--- src/rtl/sdrc_narrow_pack.sv ---
// sdrc_narrow_pack: bridges a 16-bit application port onto a 32-bit SDRAM
// controller port. Write bursts are packed into a 32-bit buffer before the
// controller request is raised; read bursts are unpacked from the buffer as
// controller words arrive, one 16-bit word per cycle.
//
// Ports
//   clk, reset_n            : clock, synchronous active-low reset
//   app_req_* / app_sdr_req : 16-bit-word request (addr, len, direction)
//   app_req_ack/err         : combinational accept pulse, illegal-length flag
//   app_wr_data/en_n/next   : write word stream, consumed while app_wr_next=1
//   app_rd_data/valid       : registered read word stream
//   ctl_req_* / ctl_sdr_req : 32-bit-word request to the controller
//   ctl_wr_data/en_n/next   : write word presented from the buffer
//   ctl_rd_data/valid       : controller read word stream
module sdrc_narrow_pack #(
  parameter int unsigned APP_AW  = 30,
  parameter int unsigned APP_RW  = 9,
  parameter int unsigned MAX_LEN = 16
) (
  input  logic              clk,
  input  logic              reset_n,
  input  logic [APP_AW-1:0] app_req_addr,
  input  logic [APP_RW-1:0] app_req_len,
  input  logic              app_req_wr_n,
  input  logic              app_sdr_req,
  output logic              app_req_ack,
  output logic              app_req_err,
  input  logic [15:0]       app_wr_data,
  input  logic [1:0]        app_wr_en_n,
  output logic              app_wr_next,
  output logic [15:0]       app_rd_data,
  output logic              app_rd_valid,
  output logic [APP_AW-2:0] ctl_req_addr,
  output logic [APP_RW-1:0] ctl_req_len,
  output logic              ctl_req_wr_n,
  output logic              ctl_sdr_req,
  input  logic              ctl_req_ack,
  output logic [31:0]       ctl_wr_data,
  output logic [3:0]        ctl_wr_en_n,
  input  logic              ctl_wr_next,
  input  logic [31:0]       ctl_rd_data,
  input  logic              ctl_rd_valid
);

  localparam int unsigned BUF_DEPTH = MAX_LEN / 2 + 1;
  localparam int unsigned PW        = $clog2(BUF_DEPTH);
  localparam int unsigned HW        = PW + 1;              // half-slot index
  localparam int unsigned CW        = $clog2(BUF_DEPTH + 1);

  typedef enum logic [2:0] {
    IDLE  = 3'd0,
    WFILL = 3'd1,
    WREQ  = 3'd2,
    WDATA = 3'd3,
    RREQ  = 3'd4,
    RDATA = 3'd5
  } state_e;

  state_e state_q, state_d;

  logic [31:0]       mem_data_q [BUF_DEPTH];
  logic [3:0]        mem_en_q   [BUF_DEPTH];
  logic [APP_AW-2:0] ctl_req_addr_q;
  logic [APP_RW-1:0] ctl_req_len_q;
  logic [HW-1:0]     hidx_q;       // current half slot (fill or drain)
  logic [HW-1:0]     end_hidx_q;   // one past the last real half slot
  logic [PW-1:0]     ptr_q;        // 32-bit buffer pointer, controller side
  logic [CW-1:0]     cnt_q;        // controller words transferred
  logic [15:0]       app_rd_data_q;
  logic              app_rd_valid_q;

  logic              accept;
  logic              req_bad;
  logic [APP_RW-1:0] ctl_len_c;
  logic              fill;
  logic              wr_adv;
  logic              rd_push;
  logic              drain;
  logic [31:0]       drain_src;
  logic [15:0]       drain_data;
  logic [PW-1:0]     half_slot;

  function automatic logic [PW-1:0] ptr_inc(input logic [PW-1:0] p);
    return (p == PW'(BUF_DEPTH - 1)) ? '0 : p + PW'(1);
  endfunction

  // State register
  always_ff @(posedge clk) begin
    if (!reset_n) state_q <= IDLE;
    else          state_q <= state_d;
  end

  // Next-state, handshake outputs and datapath strobes
  always_comb begin
    state_d      = state_q;
    app_req_ack  = 1'b0;
    app_req_err  = 1'b0;
    app_wr_next  = 1'b0;
    ctl_sdr_req  = 1'b0;
    ctl_req_wr_n = 1'b1;
    ctl_wr_data  = 32'h0;
    ctl_wr_en_n  = 4'hF;
    accept       = 1'b0;
    fill         = 1'b0;
    wr_adv       = 1'b0;
    rd_push      = 1'b0;
    drain        = 1'b0;
    drain_src    = 32'h0;
    drain_data   = 16'h0;
    half_slot    = hidx_q[HW-1:1];
    req_bad      = (app_req_len == '0) || (app_req_len > APP_RW'(MAX_LEN));
    // An odd start address adds a leading pad half; round up to whole words.
    ctl_len_c    = APP_RW'(({1'b0, app_req_len} + (APP_RW+1)'(app_req_addr[0])
                            + (APP_RW+1)'(1)) >> 1);

    unique case (state_q)
      IDLE: begin
        if (app_sdr_req && reset_n) begin
          app_req_ack = 1'b1;
          app_req_err = req_bad;
          if (!req_bad) begin
            accept  = 1'b1;
            state_d = app_req_wr_n ? RREQ : WFILL;
          end
        end
      end
      WFILL: begin
        app_wr_next  = 1'b1;
        ctl_req_wr_n = 1'b0;
        fill         = 1'b1;
        if (hidx_q + HW'(1) == end_hidx_q) state_d = WREQ;
      end
      WREQ: begin
        ctl_sdr_req  = 1'b1;
        ctl_req_wr_n = 1'b0;
        if (ctl_req_ack) state_d = WDATA;
      end
      WDATA: begin
        ctl_req_wr_n = 1'b0;
        ctl_wr_data  = mem_data_q[ptr_q];
        ctl_wr_en_n  = mem_en_q[ptr_q];
        if (ctl_wr_next) begin
          wr_adv = 1'b1;
          if (APP_RW'(cnt_q) + APP_RW'(1) == ctl_req_len_q) state_d = IDLE;
        end
      end
      RREQ: begin
        ctl_sdr_req = 1'b1;
        if (ctl_req_ack) state_d = RDATA;
      end
      RDATA: begin
        rd_push = ctl_rd_valid && (APP_RW'(cnt_q) < ctl_req_len_q);
        // Drain from the buffer when the slot is already stored, or straight
        // from the incoming controller word when it is the one arriving now.
        if (HW'(half_slot) < HW'(cnt_q)) begin
          drain     = 1'b1;
          drain_src = mem_data_q[half_slot];
        end else if (rd_push && (HW'(half_slot) == HW'(cnt_q))) begin
          drain     = 1'b1;
          drain_src = ctl_rd_data;
        end
        drain_data = hidx_q[0] ? drain_src[31:16] : drain_src[15:0];
        if (drain && (hidx_q + HW'(1) == end_hidx_q)) state_d = IDLE;
      end
      default: state_d = IDLE;
    endcase
  end

  // Request latch, buffer, pointers and read output register
  always_ff @(posedge clk) begin
    if (!reset_n) begin
      ctl_req_addr_q <= '0;
      ctl_req_len_q  <= '0;
      hidx_q         <= '0;
      end_hidx_q     <= '0;
      ptr_q          <= '0;
      cnt_q          <= '0;
      app_rd_data_q  <= 16'h0;
      app_rd_valid_q <= 1'b0;
      for (int i = 0; i < int'(BUF_DEPTH); i++) begin
        mem_data_q[i] <= 32'h0;
        mem_en_q[i]   <= 4'hF;
      end
    end else begin
      app_rd_valid_q <= drain;
      if (drain) begin
        app_rd_data_q <= drain_data;
        hidx_q        <= hidx_q + HW'(1);
      end
      if (accept) begin
        ctl_req_addr_q <= app_req_addr[APP_AW-1:1];
        ctl_req_len_q  <= ctl_len_c;
        hidx_q         <= HW'(app_req_addr[0]);
        end_hidx_q     <= HW'(app_req_addr[0]) + HW'(app_req_len);
        ptr_q          <= '0;
        cnt_q          <= '0;
        // Pre-pad every slot so untouched halves go out as masked zeros.
        for (int i = 0; i < int'(BUF_DEPTH); i++) begin
          mem_data_q[i] <= 32'h0;
          mem_en_q[i]   <= 4'hF;
        end
      end
      if (fill) begin
        hidx_q <= hidx_q + HW'(1);
        if (hidx_q[0]) begin
          mem_data_q[half_slot][31:16] <= app_wr_data;
          mem_en_q[half_slot][3:2]     <= app_wr_en_n;
        end else begin
          mem_data_q[half_slot][15:0]  <= app_wr_data;
          mem_en_q[half_slot][1:0]     <= app_wr_en_n;
        end
      end
      if (wr_adv) begin
        ptr_q <= ptr_inc(ptr_q);
        cnt_q <= cnt_q + CW'(1);
      end
      if (rd_push) begin
        mem_data_q[ptr_q] <= ctl_rd_data;
        ptr_q             <= ptr_inc(ptr_q);
        cnt_q             <= cnt_q + CW'(1);
      end
    end
  end

  assign ctl_req_addr = ctl_req_addr_q;
  assign ctl_req_len  = ctl_req_len_q;
  assign app_rd_data  = app_rd_data_q;
  assign app_rd_valid = app_rd_valid_q;

endmodule

--- config.mk ---
export PLATFORM = sky130hd
export DESIGN_NAME = sdrc_narrow_pack
export DESIGN_NICKNAME = d
export VERILOG_FILES = /design/src/rtl/sdrc_narrow_pack.sv
export SDC_FILE = /design/constraint.sdc
export NUM_CORES = 1
export LEC_CHECK = 0
export BUFFER_PORTS_ARGS = -buffer_cell sky130_fd_sc_hd__buf_4
export CORE_MARGIN = 8
export CORE_UTILIZATION = 60
export CTS_CLUSTER_SIZE = 24
export DETAILED_ROUTE_END_ITERATION = 16
export GPL_TIMING_DRIVEN = 0
export PLACE_DENSITY = 0.79
export SLEW_MARGIN = 0
export SYNTH_ARGS = -nofsm -noshare
export SYNTH_HDL_FRONTEND = slang
export SYNTH_SLANG_ARGS = --single-unit
--- constraint.sdc ---
create_clock -name clk -period 4.43 [get_ports clk]
set_input_delay 0.6645 -clock clk [delete_from_list [all_inputs] [get_ports clk]]
set_output_delay 0.6645 -clock clk [all_outputs]
set_load 0.005 [all_outputs]
==> reports/results.ini, run 1 <==
[min_path]
hp-class=input pin to register
whs_path_depth=3
min_to=ctl_req_addr[28]
min_from=app_req_addr[29]

[synth]
synth_common_cells=576 x edfxtp_1, 365 x nor2_1, 310 x mux4_2
synth_area_mm2=0.0327
synth_nets=2294
synth_seq_cells=660
synth_compound_area_share_pct=4.63
synth_xor_area_share_pct=0.536
avgSynthCellArea_um2=15.0
synth_ff_type=edfxtp_1
synth_top_area_share_pct=53.0
synth-simple-area-share_pct=10.0
synth_most_common_cell=edfxtp_1
synth_cell_types=73
synth_top_family_by_area=multiplexers
yosys.area.top_type=edfxtp_1
yosysSeqAreaShare_pct=58.1
synthAdderAreaFrac_pct=0.644
async_reset_ff_share_pct=0
ys.warnings.count=0
synthTopCellsByArea=edfxtp_1 53%, mux4_2 21%, dfxtp_1 5.1%
synth-edff-count=576
postSynthCellCount=2182
synthMuxAreaShare_pct=23.0

[sta]
period_needed_ns=4.21
fin_ws_ns=0.222
slew_headroom_pct=10.8
rsz0062_at_grt=no
fin_crit_sh_pct=95.0
hold_viol=0
setup_viol=0
slew_viol_final=0
worst_slew_pin_slew_ns=1.33
timing.fmax_mhz=238
clock_skew_ns=0.0272

[worst_setup_path]
crit_buf_inv=3
ff2ff_setup_slack_ns=0.30
path_class=register to output pin
crit_path_max_incr_delay_ns=1.00
reg2reg_depth=9
end_kind=output pin
path_max_fanout=10
start_kind=register
path_common_cell=mux4_2
crit_arrival_ns=3.54
crit_family=buffers and inverters
worstReg2RegEnd=mem_data_q[8][1]
required_ns=3.77
path_cells=buf_2, clkbuf_1, mux4_2, mux4_2, nor2b_1, buf_4
worstReg2RegStart=ctl_req_len[2]
critPathSlowestCell=clkbuf_1

[global_routing]
antenna_found_initial=0
grt_first_pass_wirelength_mm=155
grt_max_degree=19
grt-ovfl-total=0
grt_pass1_vias=23800
grt_usage_pct=34.1

[final_layout]
n_antenna_cell=0
area_delta_synth_final_pct=15.0
nets=2570
drive_gt1_share_pct=30.7
fin_cells=3204

[floorplanning]
fp.dieArea_mm2=0.0622
start_util_pct=60.7
coreArea_mm2=0.0538
rows=85
io_pins=192
die_height_um=249
fp.dieW_um=249

[cts]
post_cts_resize_count=5
htreeDepth=3
clk_pin_slew_worst_paths_ns=0.06
cts_buffers=69
post_cts_buffers=0
worstSkewPairLatency_ns=0.62
cts_root_buf=clkbuf_16
cts.path.max_buffers=3
holdBufCountCts=0
clock_sinks=660
cts_tree=built

[drt]
postRouteAntennaNets=0
vias_per_cell=7.36
drtPass1Iterations=6
drtIter0Drc=4393
via_count=23600
wl_per_cell_um=33.9
wirelength_mm=109
drc=0

[place]
dp_slack_ns=0.384
io_buffers=189
dp.cells=3083
dp_hpwl_mm=75.1
finalWeightedCongestion=0.991

[pwr]
p_leak_nw=12.9
ir_worst_vdd_v=0.000341
power_density_mw_per_mm2=362

[job]
cap_violations=0

[run_status]
status=finished, final reports clean

## cells in the final DEF, fill, tap and decap left out, drive strengths merged, types with 9 or more instances in the layout
cell type,synthesis,final
a21oi,31,31
a221oi,16,16
a22o,15,15
a22oi,34,34
a32o,15,15
and3,9,9
buf,83,288
clkbuf,78,170
clkinv,0,21
dfxtp,84,84
edfxtp,576,576
ha,16,16
inv,54,54
mux2i,33,33
mux4,310,310
nand2,153,153
nand2b,21,21
nand3,76,76
nor2,367,367
nor2b,44,44
nor3,24,24
o211ai,17,17
o21ai,39,39
xnor2,13,13
## sequential cells by signal, indices dropped and copies added (netlist names), named ones only
signal        flops
mem_data_q      512
mem_en_q         64
ctl_req_addr     29
app_rd_data      16
ctl_req_len       9
end_hidx_q        5
hidx_q            5
cnt_q             4
ptr_q             4
state_q           3
app_rd_valid      1
## logic make-up after synthesis
family / count (synthesis)
compound gates: 198
xor+xnor: 20
fa+ha+maj: 17
buf+inv: 215
flops: 660
mux: 344
simple gates: 728
## stage by stage
stage	power (W)	setup TNS (ns)	hold slack, ns	util [%]	instance area [um2]
6_report	0.0136	0	0.233	69.8	37600
5_1_grt	0.0138	0	0.255	69.8	37600
2_1_floorplan	0.00744	0	0.446	-	32700
3_5_place_dp	0.00777	0	0.447	65.6	35300
3_3_place_gp	0.00774	-56.45	0.444	64.9	34900
4_1_cts	0.0135	0	0.221	69.8	37600
## worst min-delay path: cells and delay by family
| family | cells | cell delay, ns |
|---|---|---|
| buffers and inverters | 1 | 0.08 |
| AND/OR/NAND/NOR | 2 | 0.08 |
## worst max path at each step
| stage | slack, ns | start | depth (start not counted) | to |
|---|---|---|---|---|
| after floorplan | 0.81 | ctl_req_len[3] | 9 | mem_data_q[8][16] |
| after global placement | -1.19 | ctl_req_len[3] | 9 | mem_data_q[8][24] |
| after detailed placement | 0.38 | app_req_len[2] | 8 | mem_data_q[1][24] |
| after CTS | 0.05 | register | 7 | ctl_wr_data[15] |
| after global routing | 0.21 | register | 7 | ctl_wr_data[15] |
| final | 0.22 | register | 6 | ctl_wr_data[31] |
## power by group
part / leakage (nW) / switching (W) / total, W / internal, W
clock: 1.10 / 0.00244 / 0.00593 / 0.00349
combinational: 5.66 / 0.000459 / 0.000755 / 0.000296
sequential: 6.17 / 0.0000684 / 0.00693 / 0.00686
total: 12.9 / 0.00297 / 0.0136 / 0.0106
## layout make-up
cell class                      count  area [um2]
Multi-Input combinational cell   1307       12700
Tap cell                          696         871
Clock buffer                       92        1950
Buffer                            161         812
Clock inverter                     29         307
Inverter                           54         203
Fill cell                        3474       16200
Timing Repair Buffer              205        1730
Sequential cell                   660       19000
## routing by layer
| metal | GRT usage, % | wire length [um] |
|---|---|---|
| met5 | 1.58 | 111 |
| met4 | 18.7 | 6850 |
| met3 | 12.0 | 17400 |
| met2 | 52.7 | 49300 |
| met1 | 42.0 | 35100 |
(Power assumes the default switching activity.)
==> inputs of run 2 (changes only) <==
--- a/config.mk
+++ b/config.mk
@@ -5,8 +5,8 @@
 export SDC_FILE = /design/constraint.sdc
 export NUM_CORES = 1
 export LEC_CHECK = 0
+export ABC_CLOCK_PERIOD_IN_PS = 4430
 export BUFFER_PORTS_ARGS = -buffer_cell sky130_fd_sc_hd__buf_4
-export CORE_MARGIN = 8
 export CORE_UTILIZATION = 60
 export CTS_CLUSTER_SIZE = 24
 export DETAILED_ROUTE_END_ITERATION = 16
==> reports/results.ini, run 2 (same netlist as run 1, synthesis figures left out) <==
[run_status]
status=finished, final reports clean  ; unchanged

[cts]
cts_buffers=69  ; unchanged
post_cts_buffers=0  ; unchanged
cts.path.max_buffers=3  ; unchanged
worstSkewPairLatency_ns=0.63  ; was 0.62 ns
htreeDepth=3  ; unchanged
cts_tree=built  ; unchanged
clock_sinks=660  ; unchanged
cts_root_buf=clkbuf_16  ; unchanged
clk_pin_slew_worst_paths_ns=0.06  ; about the same

[worst_setup_path]
crit_arrival_ns=3.72  ; was 3.54 ns
worstReg2RegStart=ctl_req_len[2]  ; unchanged
ff2ff_setup_slack_ns=0.32  ; was 0.30 ns
crit_family=buffers and inverters  ; unchanged
critPathSlowestCell=clkbuf_1  ; unchanged
crit_path_max_incr_delay_ns=0.65  ; was 1.00 ns
start_kind=register  ; unchanged
path_class=register to output pin  ; unchanged
required_ns=3.77  ; about the same
crit_buf_inv=4  ; was 3
path_common_cell=mux4_2  ; unchanged
worstReg2RegEnd=mem_data_q[8][1]  ; unchanged
crit_cells=7  ; was 6
path_cells=buf_2, clkbuf_1, clkbuf_2, mux4_2, mux4_2, nor2b_1, buf_4  ; was buf_2, clkbuf_1, mux4_2, mux4_2, nor2b_1, buf_4
reg2reg_depth=9  ; unchanged
end_kind=output pin  ; unchanged
path_max_fanout=10  ; unchanged

[sta]
slew_viol_final=0  ; unchanged
rsz0062_at_grt=no  ; unchanged
fin_setup_tns_ns=0  ; unchanged
slew_headroom_pct=15.2  ; was 10.8%
hold_viol=0  ; unchanged
period_needed_ns=4.39  ; was 4.21 ns
setup_viol=0  ; unchanged
timing.fmax_mhz=228  ; was 238 MHz
clock_skew_ns=0.0300  ; was 0.0272 ns
worst_slew_pin_slew_ns=1.27  ; was 1.33 ns
fin_crit_sh_pct=99.1  ; was 95.0%

[final_layout]
utilization_pct=69.8  ; about the same
nets=2570  ; unchanged
multi_input_area_mm2=0.0127  ; unchanged
final_common_cell=edfxtp_1  ; unchanged
top_register=mem_data_q  ; unchanged
n_antenna_cell=0  ; unchanged
layout_common_cells=576 x edfxtp_1, 352 x nor2_1, 310 x mux4_2  ; unchanged
fin_cells=3204  ; unchanged
n_fill_cell=3451  ; was 3474
drive_gt1_share_pct=31.0  ; was 30.7%
largest_register_ffs=512  ; unchanged
seqCellArea_mm2=0.0190  ; unchanged
area_delta_synth_final_pct=15.0  ; about the same

[pwr]
seq_power_share_pct=51.1  ; was 50.9%
p_sw_w=0.00297  ; about the same
switching_share_pct=21.9  ; was 21.8%
ir_worst_vdd_v=0.000338  ; was 0.000341 V
p_comb_share_pct=5.6  ; was 5.5%
p_leak_nw=12.9  ; about the same
power_density_mw_per_mm2=361  ; was 362 mW/mm2
p_int_w=0.0106  ; about the same
p_clk_share_pct=43.4  ; was 43.6%

[global_routing]
grt_max_degree=19  ; unchanged
grt_pass1_vias=23600  ; was 23800
busiest_layer=met2  ; unchanged
use_met1_pct=49.3  ; was 42.0%
gr-usage-met2_pct=58.0  ; was 52.7%
grt_usage_pct=38.2  ; was 34.1%
use_met3_pct=12.1  ; was 12.0%
grt-ovfl-total=0  ; unchanged
grt_first_pass_wirelength_mm=151  ; was 155 mm
antenna_found_initial=1  ; was 0

[place]
dp.cells=3083  ; unchanged
dp_hpwl_mm=73.2  ; was 75.1 mm
io_buffers=189  ; unchanged
finalWeightedCongestion=0.990  ; was 0.991

[min_path]
whs_path_depth=3  ; unchanged
min_from=app_req_addr[23]  ; was app_req_addr[29]
hp-class=input pin to register  ; unchanged
min_to=ctl_req_addr[22]  ; was ctl_req_addr[28]

[floorplanning]
io_pins=192  ; unchanged
fp.dieArea_mm2=0.0554  ; was 0.0622 mm2
die_height_um=235  ; was 249 um
coreArea_mm2=0.0538  ; unchanged
fp.dieW_um=235  ; was 249 um
rows=85  ; unchanged
start_util_pct=60.7  ; unchanged

[drt]
drtPass1Iterations=6  ; unchanged
drtIter0Drc=3730  ; was 4393
postRouteAntennaNets=0  ; unchanged
via_count=23400  ; was 23600
vias_per_cell=7.31  ; was 7.36
wirelength_mm=105  ; was 109 mm
wl_per_cell_um=32.6  ; was 33.9 um
drc=0  ; unchanged

[job]
cap_violations=0  ; unchanged

run 2: cell count changes in the layout (fill, tap and decap cells not counted):
cell	delta
clkbuf_1	-3
clkbuf_16	-1
clkbuf_2	-1
clkbuf_8	-1
clkinv_1	-3
clkinv_2	+5
clkinv_4	+1
clkinvlp_2	+1
clkinvlp_4	+2
run 2: worst reg2reg max path, delay by kind of cell, from the launching register on:
kind,cells,cell delay [ns]
AOI/OAI and AO/OA,4,1.23
adders and majority gates,1,0.32
buffers and inverters,2,0.47
DFF,1,0.43
and+or+nand+nor,2,1.26
run 2: final cells by class:
cell class / count / share of cell area [%]
buffer: 161 / 2.16
clock buffer: 86 / 5.05
clock inverter: 35 / 0.929
inverter: 54 / 0.540
multi-input combinational: 1307 / 33.9
sequential: 660 / 50.5
tap: 696 / 2.32
timing repair buffer: 205 / 4.62
run 2: routing by layer:
metal | wire length [um] | share of wire, %
met4 | 6240 | 6.0
met3 | 16700 | 16
met5 | 23 | 0.022
met2 | 47700 | 46
met1 | 33900 | 32
run 2: timing repair:
item	in CTS	in global routing
endpoints found under the setup margin	20	10
hold buffers	0	0
gates resized for setup	4	2
run 2: through the flow:
stage               hold slack, ns  area (um2)  total power, W  setup slack, ns
floorplan                    0.446       32700         0.00744            0.808
global placement             0.444       34900         0.00774            -1.17
detailed placement           0.450       35300         0.00777            0.399
CTS                          0.212       37600          0.0135           0.0231
global route                 0.235       37600          0.0138           0.0358
finish                       0.226       37600          0.0136           0.0408
run 2: worst max path at each step:
| stage | from | to | slack [ns] |
|---|---|---|---|
| 3_3_place_gp | reset_n | mem_data_q[8][25] | -1.17 |
| 5_1_grt | register | ctl_wr_data[14] | 0.04 |
| 6_report | register | ctl_wr_data[14] | 0.04 |
| 3_5_place_dp | app_req_len[2] | mem_data_q[2][10] | 0.40 |
| 4_1_cts | register | ctl_wr_data[2] | 0.02 |
| 2_1_floorplan | ctl_req_len[3] | mem_data_q[8][16] | 0.81 |
run 2: power groups by stage:
| stage | Clock (W) | Combinational [W] | Sequential (W) |
|---|---|---|---|
| global placement | 0 | 0.000702 | 0.00704 |
| CTS | 0.00586 | 0.000730 | 0.00692 |
| floorplan | 0 | 0.000421 | 0.00702 |
| finish | 0.00589 | 0.000753 | 0.00692 |
| detailed placement | 0 | 0.000725 | 0.00705 |
| global route | 0.00609 | 0.000780 | 0.00693 |
